File: config.mk
export PLATFORM = sky130hd
export DESIGN_NAME = execute_stage_flat
export DESIGN_NICKNAME = d
export VERILOG_FILES = /design/src/rtl/execute_stage_pkg.sv /design/src/rtl/execute_stage_if.sv /design/src/rtl/execute_stage_mul_iter.sv /design/src/rtl/execute_stage.sv /design/src/flat_wrapper.sv
export SDC_FILE = /design/constraint.sdc
export NUM_CORES = 2
export LEC_CHECK = 0
export BUFFER_PORTS_ARGS = -buffer_cell sky130_fd_sc_hd__buf_2
export CAP_MARGIN = 40
export CELL_PAD_IN_SITES_DETAIL_PLACEMENT = 0
export CELL_PAD_IN_SITES_GLOBAL_PLACEMENT = 2
export CORE_AREA = 4 4 302 304
export DETAILED_ROUTE_END_ITERATION = 10
export DIE_AREA = 0 0 306 308
export GPL_ROUTABILITY_DRIVEN = 0
export PLACE_DENSITY = 0.88
export REMOVE_ABC_BUFFERS = 1
export SLEW_MARGIN = 20
export SYNTH_ARGS = -nofsm -noshare
export SYNTH_HDL_FRONTEND = slang
export SYNTH_SLANG_ARGS = --single-unit
File: constraint.sdc
create_clock -name Clk -period 6.1 [get_ports Clk]
set_input_delay 0.915 -clock Clk [delete_from_list [all_inputs] [get_ports Clk]]
set_output_delay 0.915 -clock Clk [all_outputs]
set_load 0.01 [all_outputs]
File: src/rtl/execute_stage_pkg.sv
// Shared ALU opcodes, multiplier FSM encodings and widths for the execute stage and its controller.
package execute_stage_pkg;

    localparam int unsigned DATA_W = 32;
    localparam int unsigned PROD_W = 64;
    localparam int unsigned REG_W  = 5;
    localparam int unsigned OP_W   = 5;
    localparam int unsigned CNT_W  = 5;

    typedef enum logic [OP_W-1:0] {
        ALU_ADD   = 5'b00000,
        ALU_SUB   = 5'b00001,
        ALU_AND   = 5'b00010,
        ALU_OR    = 5'b00011,
        ALU_XOR   = 5'b00100,
        ALU_NOR   = 5'b00101,
        ALU_SLT   = 5'b00110,
        ALU_SLL   = 5'b00111,
        ALU_SRL   = 5'b01000,
        ALU_SRA   = 5'b01001,
        ALU_MULT  = 5'b01010,
        ALU_MULTU = 5'b01011,
        ALU_MFHI  = 5'b01100,
        ALU_MFLO  = 5'b01101,
        ALU_MTHI  = 5'b01110,
        ALU_MTLO  = 5'b01111,
        ALU_LUI   = 5'b10000
    } alu_op_e;

    typedef enum logic [1:0] {
        ST_IDLE = 2'd0,
        ST_BUSY = 2'd1,
        ST_DONE = 2'd2
    } mul_state_e;

    // True for the two opcodes that launch the iterative multiplier.
    function automatic logic is_mul_op(input logic [OP_W-1:0] op);
        return (op == ALU_MULT) || (op == ALU_MULTU);
    endfunction

endpackage

File: src/rtl/execute_stage_if.sv
// Decode-to-execute operands/controls in, execute-to-memory results and stall out.
interface execute_stage_if;
    import execute_stage_pkg::*;

    logic [OP_W-1:0]   ALUControl;
    logic              ALUSrc;
    logic              RegDst;
    logic              Jal;
    logic [DATA_W-1:0] ReadData1;
    logic [DATA_W-1:0] ReadData2;
    logic [DATA_W-1:0] SignExt;
    logic [DATA_W-1:0] PCAddResult;
    logic [REG_W-1:0]  RegDst1;
    logic [REG_W-1:0]  RegDst2;
    logic [DATA_W-1:0] ALUResult;
    logic              Zero;
    logic [REG_W-1:0]  WriteReg;
    logic              Stall;

    modport master (
        output ALUControl, ALUSrc, RegDst, Jal, ReadData1, ReadData2, SignExt,
               PCAddResult, RegDst1, RegDst2,
        input  ALUResult, Zero, WriteReg, Stall
    );

    modport slave (
        input  ALUControl, ALUSrc, RegDst, Jal, ReadData1, ReadData2, SignExt,
               PCAddResult, RegDst1, RegDst2,
        output ALUResult, Zero, WriteReg, Stall
    );

endinterface

File: src/rtl/execute_stage_mul_iter.sv
// Iterative 32x32 shift-add multiplier: one partial product per cycle on magnitudes, sign fixed at the end.
module mul_iter
    import execute_stage_pkg::*;
(
    input  logic              clk,
    input  logic              rst,
    input  logic              i_start,
    input  logic              i_signed,
    input  logic [DATA_W-1:0] i_a,
    input  logic [DATA_W-1:0] i_b,
    output logic              o_idle,
    output logic              o_busy,
    output logic              o_done,
    output logic              o_wr_c,
    output logic [PROD_W-1:0] o_product_c
);

    mul_state_e        r_state, w_state_nxt;
    logic [CNT_W-1:0]  r_cnt, w_cnt_nxt;
    logic [PROD_W-1:0] r_acc, w_acc_nxt;
    logic [DATA_W-1:0] r_a, w_a_nxt;
    logic [DATA_W-1:0] r_b, w_b_nxt;
    logic              r_neg, w_neg_nxt;
    logic [PROD_W-1:0] w_addend;
    logic [PROD_W-1:0] w_sum;
    logic [DATA_W-1:0] w_mag_a;
    logic [DATA_W-1:0] w_mag_b;

    assign o_idle = (r_state == ST_IDLE);
    assign o_busy = (r_state == ST_BUSY);
    assign o_done = (r_state == ST_DONE);

    // Magnitudes of the incoming operands (two's-complement abs for signed, raw for unsigned).
    assign w_mag_a = (i_signed && i_a[DATA_W-1]) ? (~i_a + DATA_W'(1)) : i_a;
    assign w_mag_b = (i_signed && i_b[DATA_W-1]) ? (~i_b + DATA_W'(1)) : i_b;

    // Partial product for the current bit and the final signed product.
    assign w_addend    = r_b[r_cnt] ? (PROD_W'(r_a) << r_cnt) : '0;
    assign w_sum       = r_acc + w_addend;
    assign o_product_c = r_neg ? (~w_sum + PROD_W'(1)) : w_sum;
    assign o_wr_c      = (r_state == ST_BUSY) && (r_cnt == CNT_W'(DATA_W - 1));

    // State and datapath registers.
    always_ff @(posedge clk or posedge rst) begin
        if (rst) begin
            r_state <= ST_IDLE;
            r_cnt   <= '0;
            r_acc   <= '0;
            r_a     <= '0;
            r_b     <= '0;
            r_neg   <= 1'b0;
        end else begin
            r_state <= w_state_nxt;
            r_cnt   <= w_cnt_nxt;
            r_acc   <= w_acc_nxt;
            r_a     <= w_a_nxt;
            r_b     <= w_b_nxt;
            r_neg   <= w_neg_nxt;
        end
    end

    // Next-state: latch on start, 32 shift-add iterations, one DONE cycle that ignores new requests.
    always_comb begin
        w_state_nxt = r_state;
        w_cnt_nxt   = r_cnt;
        w_acc_nxt   = r_acc;
        w_a_nxt     = r_a;
        w_b_nxt     = r_b;
        w_neg_nxt   = r_neg;
        unique case (r_state)
            ST_IDLE: begin
                if (i_start) begin
                    w_a_nxt     = w_mag_a;
                    w_b_nxt     = w_mag_b;
                    w_neg_nxt   = i_signed && (i_a[DATA_W-1] ^ i_b[DATA_W-1]);
                    w_cnt_nxt   = '0;
                    w_acc_nxt   = '0;
                    w_state_nxt = ST_BUSY;
                end
            end
            ST_BUSY: begin
                w_acc_nxt = w_sum;
                w_cnt_nxt = r_cnt + CNT_W'(1);
                if (o_wr_c) begin
                    w_state_nxt = ST_DONE;
                end
            end
            ST_DONE: begin
                w_state_nxt = ST_IDLE;
            end
            default: begin
                w_state_nxt = ST_IDLE;
            end
        endcase
    end

endmodule

File: src/rtl/execute_stage.sv
// Execute stage: combinational ALU, destination select, HI/LO registers and multiply stall control.
module execute_stage
    import execute_stage_pkg::*;
(
    input logic            Clk,
    input logic            Reset,
    execute_stage_if.slave bus
);

    logic [DATA_W-1:0] w_a;
    logic [DATA_W-1:0] w_b;
    logic [CNT_W-1:0]  w_shamt;
    logic [DATA_W-1:0] w_alu;
    logic              w_is_mul;
    logic              w_start;
    logic              w_idle;
    logic              w_busy;
    logic              w_done;
    logic              w_wr;
    logic [PROD_W-1:0] w_product;
    logic [DATA_W-1:0] r_hi;
    logic [DATA_W-1:0] r_lo;

    assign w_a      = bus.ReadData1;
    assign w_b      = bus.ALUSrc ? bus.SignExt : bus.ReadData2;
    assign w_shamt  = bus.SignExt[10:6];
    assign w_is_mul = is_mul_op(bus.ALUControl);
    assign w_start  = w_idle && w_is_mul && !bus.Jal;

    mul_iter u_mul (
        .clk         (Clk),
        .rst         (Reset),
        .i_start     (w_start),
        .i_signed    (bus.ALUControl == ALU_MULT),
        .i_a         (w_a),
        .i_b         (w_b),
        .o_idle      (w_idle),
        .o_busy      (w_busy),
        .o_done      (w_done),
        .o_wr_c      (w_wr),
        .o_product_c (w_product)
    );

    // HI/LO: product write at the last multiply iteration, MTHI/MTLO only from IDLE.
    always_ff @(posedge Clk or posedge Reset) begin
        if (Reset) begin
            r_hi <= '0;
            r_lo <= '0;
        end else if (w_wr) begin
            r_hi <= w_product[PROD_W-1:DATA_W];
            r_lo <= w_product[DATA_W-1:0];
        end else if (w_idle && !bus.Jal) begin
            if (bus.ALUControl == ALU_MTHI) r_hi <= w_a;
            if (bus.ALUControl == ALU_MTLO) r_lo <= w_a;
        end
    end

    // ALU function decode; undefined codes and multiply issue give zero.
    always_comb begin
        w_alu = '0;
        case (bus.ALUControl)
            ALU_ADD:  w_alu = w_a + w_b;
            ALU_SUB:  w_alu = w_a - w_b;
            ALU_AND:  w_alu = w_a & w_b;
            ALU_OR:   w_alu = w_a | w_b;
            ALU_XOR:  w_alu = w_a ^ w_b;
            ALU_NOR:  w_alu = ~(w_a | w_b);
            ALU_SLT:  w_alu = DATA_W'($signed(w_a) < $signed(w_b));
            ALU_SLL:  w_alu = w_b << w_shamt;
            ALU_SRL:  w_alu = w_b >> w_shamt;
            ALU_SRA:  w_alu = $unsigned($signed(w_b) >>> w_shamt);
            ALU_MFHI: w_alu = r_hi;
            ALU_MFLO: w_alu = r_lo;
            ALU_LUI:  w_alu = {w_b[15:0], 16'h0000};
            default:  w_alu = '0;
        endcase
    end

    assign bus.ALUResult = bus.Jal ? bus.PCAddResult : w_alu;
    assign bus.Zero      = (bus.ALUResult == '0);
    assign bus.WriteReg  = bus.Jal ? REG_W'(31) : (bus.RegDst ? bus.RegDst2 : bus.RegDst1);
    assign bus.Stall     = !Reset && (w_start || w_busy);

endmodule

File: src/flat_wrapper.sv
// flat-port wrapper written by rule: the top's interface ports become plain ports
module execute_stage_flat import execute_stage_pkg::*;
  (Clk, Reset, bus_ALUControl, bus_ALUSrc, bus_RegDst, bus_Jal, bus_ReadData1, bus_ReadData2, bus_SignExt, bus_PCAddResult, bus_RegDst1, bus_RegDst2, bus_ALUResult, bus_Zero, bus_WriteReg, bus_Stall);
  execute_stage_if bus_i ();
  input logic Clk;
  input logic Reset;
  input wire logic [$bits(bus_i.ALUControl)-1:0] bus_ALUControl;
  input wire logic [$bits(bus_i.ALUSrc)-1:0] bus_ALUSrc;
  input wire logic [$bits(bus_i.RegDst)-1:0] bus_RegDst;
  input wire logic [$bits(bus_i.Jal)-1:0] bus_Jal;
  input wire logic [$bits(bus_i.ReadData1)-1:0] bus_ReadData1;
  input wire logic [$bits(bus_i.ReadData2)-1:0] bus_ReadData2;
  input wire logic [$bits(bus_i.SignExt)-1:0] bus_SignExt;
  input wire logic [$bits(bus_i.PCAddResult)-1:0] bus_PCAddResult;
  input wire logic [$bits(bus_i.RegDst1)-1:0] bus_RegDst1;
  input wire logic [$bits(bus_i.RegDst2)-1:0] bus_RegDst2;
  output wire logic [$bits(bus_i.ALUResult)-1:0] bus_ALUResult;
  output wire logic [$bits(bus_i.Zero)-1:0] bus_Zero;
  output wire logic [$bits(bus_i.WriteReg)-1:0] bus_WriteReg;
  output wire logic [$bits(bus_i.Stall)-1:0] bus_Stall;
  assign bus_i.ALUControl = bus_ALUControl;
  assign bus_i.ALUSrc = bus_ALUSrc;
  assign bus_i.RegDst = bus_RegDst;
  assign bus_i.Jal = bus_Jal;
  assign bus_i.ReadData1 = bus_ReadData1;
  assign bus_i.ReadData2 = bus_ReadData2;
  assign bus_i.SignExt = bus_SignExt;
  assign bus_i.PCAddResult = bus_PCAddResult;
  assign bus_i.RegDst1 = bus_RegDst1;
  assign bus_i.RegDst2 = bus_RegDst2;
  assign bus_ALUResult = bus_i.ALUResult;
  assign bus_Zero = bus_i.Zero;
  assign bus_WriteReg = bus_i.WriteReg;
  assign bus_Stall = bus_i.Stall;
  execute_stage u_core (.Clk(Clk), .Reset(Reset), .bus(bus_i));
endmodule
==> impl_metrics.env <==
export IMPL_r2r_slack_ns=0.10
export IMPL_power_density_nw_per_um2=333
export IMPL_leakagePower_nw=16.7
export IMPL_drive_gt1_frac=0.292
export IMPL_fmax_ghz=0.165
export IMPL_num_vias=37084
export IMPL_grt_max_degree=87
export IMPL_finalWirelength_mm=158
export IMPL_grt_first_pass_wirelength_mm=229
export IMPL_crit_top_cell="buf_4"
export IMPL_cts_tree="done"
export IMPL_cp_slowest_stage_delay_ns=0.44
export IMPL_fin_crit_sh=0.995
export IMPL_final_cell_mix="711 x buf_4, 527 x nand2_1, 341 x o21ai_0, 302 x nor2_1, 274 x a21oi_1"
export IMPL_coreArea_um2=88200
export IMPL_mostFrequentLayoutCell="buf_4"
export IMPL_crit_slowest_cell="o21ai_0"
export IMPL_rows=109
export IMPL_critical_path_peak_fanout=20
export IMPL_syn_to_final_growth_pct=31.0
export IMPL_netlist_instances=4048
export IMPL_first_pass_iters=9
export IMPL_cts_root_buf="clkbuf_16"
export IMPL_grt_setup_unrepaired="yes"
export IMPL_status="finished, final reports clean"
export IMPL_hp_class="in -> async"
export IMPL_ys_warn_count=0
export IMPL_finalCriticalPeriod_ns=6.07
export IMPL_finalMaxSlewViolations=0
export IMPL_synth_edff_count=0
export IMPL_synthFlopType="dfrtp_1"
export IMPL_tightest_slew_ns=0.877
export IMPL_cp_cell_sequence="buf_12, buf_12, buf_12, buf_16, buf_4, mux2i_1, buf_4, ha_1, buf_4, buf_4, inv_1, nand3_1, o21ai_0, a31oi_2, o21ai_2, o211ai_1, nor4_2, nand4bb_1, nor4b_2, buf_2"
export IMPL_startpoint_type="input pin"
export IMPL_finalSetupViolations=0
export IMPL_syn_cell_area_um2=29800
export IMPL_grt_pass1_vias=35338
export IMPL_clkTransAtPathRegs_ns=0.09
export IMPL_dpl_cell_area_um2=36700
export IMPL_port_buffers=186
export IMPL_clock_sinks=200
export IMPL_setup_ws_ns=0.0297
export IMPL_detail_route_antenna_nets=0
export IMPL_viasPerCell=6.29
export IMPL_finalClockSkew_ns=0.0158
export IMPL_p_total_mw=13.0
export IMPL_reg2regPathDepth=20
export IMPL_design_area_um2=39100
export IMPL_ys_types=105
export IMPL_overflow=0
export IMPL_cts_made_buffers=17
export IMPL_required_ns=5.18
export IMPL_vdd_drop_max_mv=0.242
export IMPL_die_w_um=306
export IMPL_cap_violations=0
export IMPL_finalHoldViolations=0
export IMPL_dr_first_iter_drc_count=5120
export IMPL_die_y_um=308
export IMPL_dp_hpwl_mm=126
export IMPL_critPathArrivalTime_ns=5.16
export IMPL_final_cells=5897
export IMPL_dp_cells=5818
export IMPL_syn_avg_cell_area_um2=7.37
export IMPL_endpoint_kind="primary output"
export IMPL_nNetsFinal=5026
export IMPL_start_util=0.338
export IMPL_max_slew_margin=0.415
export IMPL_routedWlPerCell_um=26.8
export IMPL_critPathKind="in -> out"
export IMPL_dieArea_um2=94200
export IMPL_antenna_found_initial=8
export IMPL_seq_area_frac_synth=0.168
export IMPL_ctsHtreeMaxLevel=4
export IMPL_drc=0
export IMPL_clk_latency_ns=0.47
export IMPL_grtUsageTotal=0.318
export IMPL_boundaryPins=187
export IMPL_yosys_register_bits=200
export IMPL_clk_path_buf_depth=2
export IMPL_async_reset_ff_frac=1.00
export IMPL_dp_slack_ns=-0.407
export IMPL_hold_buffers=0
==> registers in the layout, indices dropped and copies added (netlist names) <==
signal,flops
u_core.u_mul.r_a,32
u_core.r_lo,32
u_core.r_hi,32
u_core.u_mul.r_b,32
u_core.u_mul.r_neg,1
u_core.u_mul.r_cnt,5
u_core.u_mul.r_acc,64
u_core.u_mul.r_state,2
==> cell type report <==
cell class / count / area, µm²
antenna: 8 / 20.0
clock buffer: 18 / 429
clock inverter: 14 / 188
fill: 9027 / 49200
inverter: 150 / 572
multi-input combinational: 3400 / 24300
sequential: 200 / 5010
tap: 1165 / 1460
timing repair buffer: 942 / 7060
==> per-layer routing <==
metal,track usage,up-vias,share of wire
li1,-,16392,-
met2,0.497,2398,0.43
met1,0.404,17730,0.39
met3,0.0787,562,0.11
met5,0,-,0.000076
met4,0.175,2,0.069
==> stage by stage <==
step | setup TNS (ns) | utilization | hold WS (ns)
floorplan | -87.26 | - | 0.445
global route | -0.409 | 0.443 | 0.421
finish | 0 | 0.443 | 0.416
global placement | -1.38 | 0.415 | 0.459
detailed placement | -2.69 | 0.416 | 0.469
CTS | -0.0414 | 0.430 | 0.408
==> critical path, delay by kind of cell <==
family                     cells  cell delay (ns)
AOI/OAI and AO/OA              4             1.19
adders and majority gates      1             0.35
buffers and inverters         10             1.58
muxes                          1             0.23
and+or+nand+nor                4             0.87
==> what timing repair did <==
action	4_1_cts	5_1_grt
gates cloned	2	1
buffers inserted	16	18
hold endpoints to repair	0	0
resized for setup	95	206
pin swaps	23	64
endpoints found under the setup margin	28	33
==> cells by family after synthesis <==
family	share of synthesized area
AOI/OAI and AO/OA	0.286
muxes	0.134
and+or+nand+nor	0.226
DFF	0.168
adders and majority gates	0.0708
xor gates and xnor gates	0.0543
buffers and inverters	0.0610
==> synthesized netlist by cell type (74+ instances only) <==
cell type	number	area, µm²
clkbuf_1	214	803
nor3_1	83	415
ha_1	164	2050
nor2_1	318	1190
a21oi_1	302	1510
nand2_1	529	1990
nand3_1	171	856
o21ai_0	368	1840
xnor2_1	140	1230
mux4_2	74	1670
mux2i_1	173	1730
inv_1	147	552
dfrtp_1	200	5000
==> power by group <==
group | switching, mW | leakage (nW) | internal [mW]
registers | 0.346 | 2.46 | 1.72
clock network | 0.609 | 0.295 | 0.627
logic | 5.55 | 14.0 | 4.14
total | 6.51 | 16.7 | 6.49
==> worst paths after layout <==
kind                                                        start                                  to
worst min register to register   u_core.u_mul.r_b[31]$_DFFE_PP0P_    u_core.u_mul.r_b[31]$_DFFE_PP0P_
worst min-delay path                                        Reset  u_core.u_mul.r_acc[52]$_DFFE_PP0P_
worst max register to register  u_core.u_mul.r_cnt[0]$_DFFE_PP0P_         u_core.r_hi[25]$_DFFE_PP0P_
min in group Clk                 u_core.u_mul.r_b[31]$_DFFE_PP0P_    u_core.u_mul.r_b[31]$_DFFE_PP0P_
max in group asynchronous                                   Reset          u_core.r_lo[4]$_DFFE_PP0P_
worst max-delay path                                   bus_ALUSrc                            bus_Zero
No activity file was read; power rests on OpenSTA's default activity.
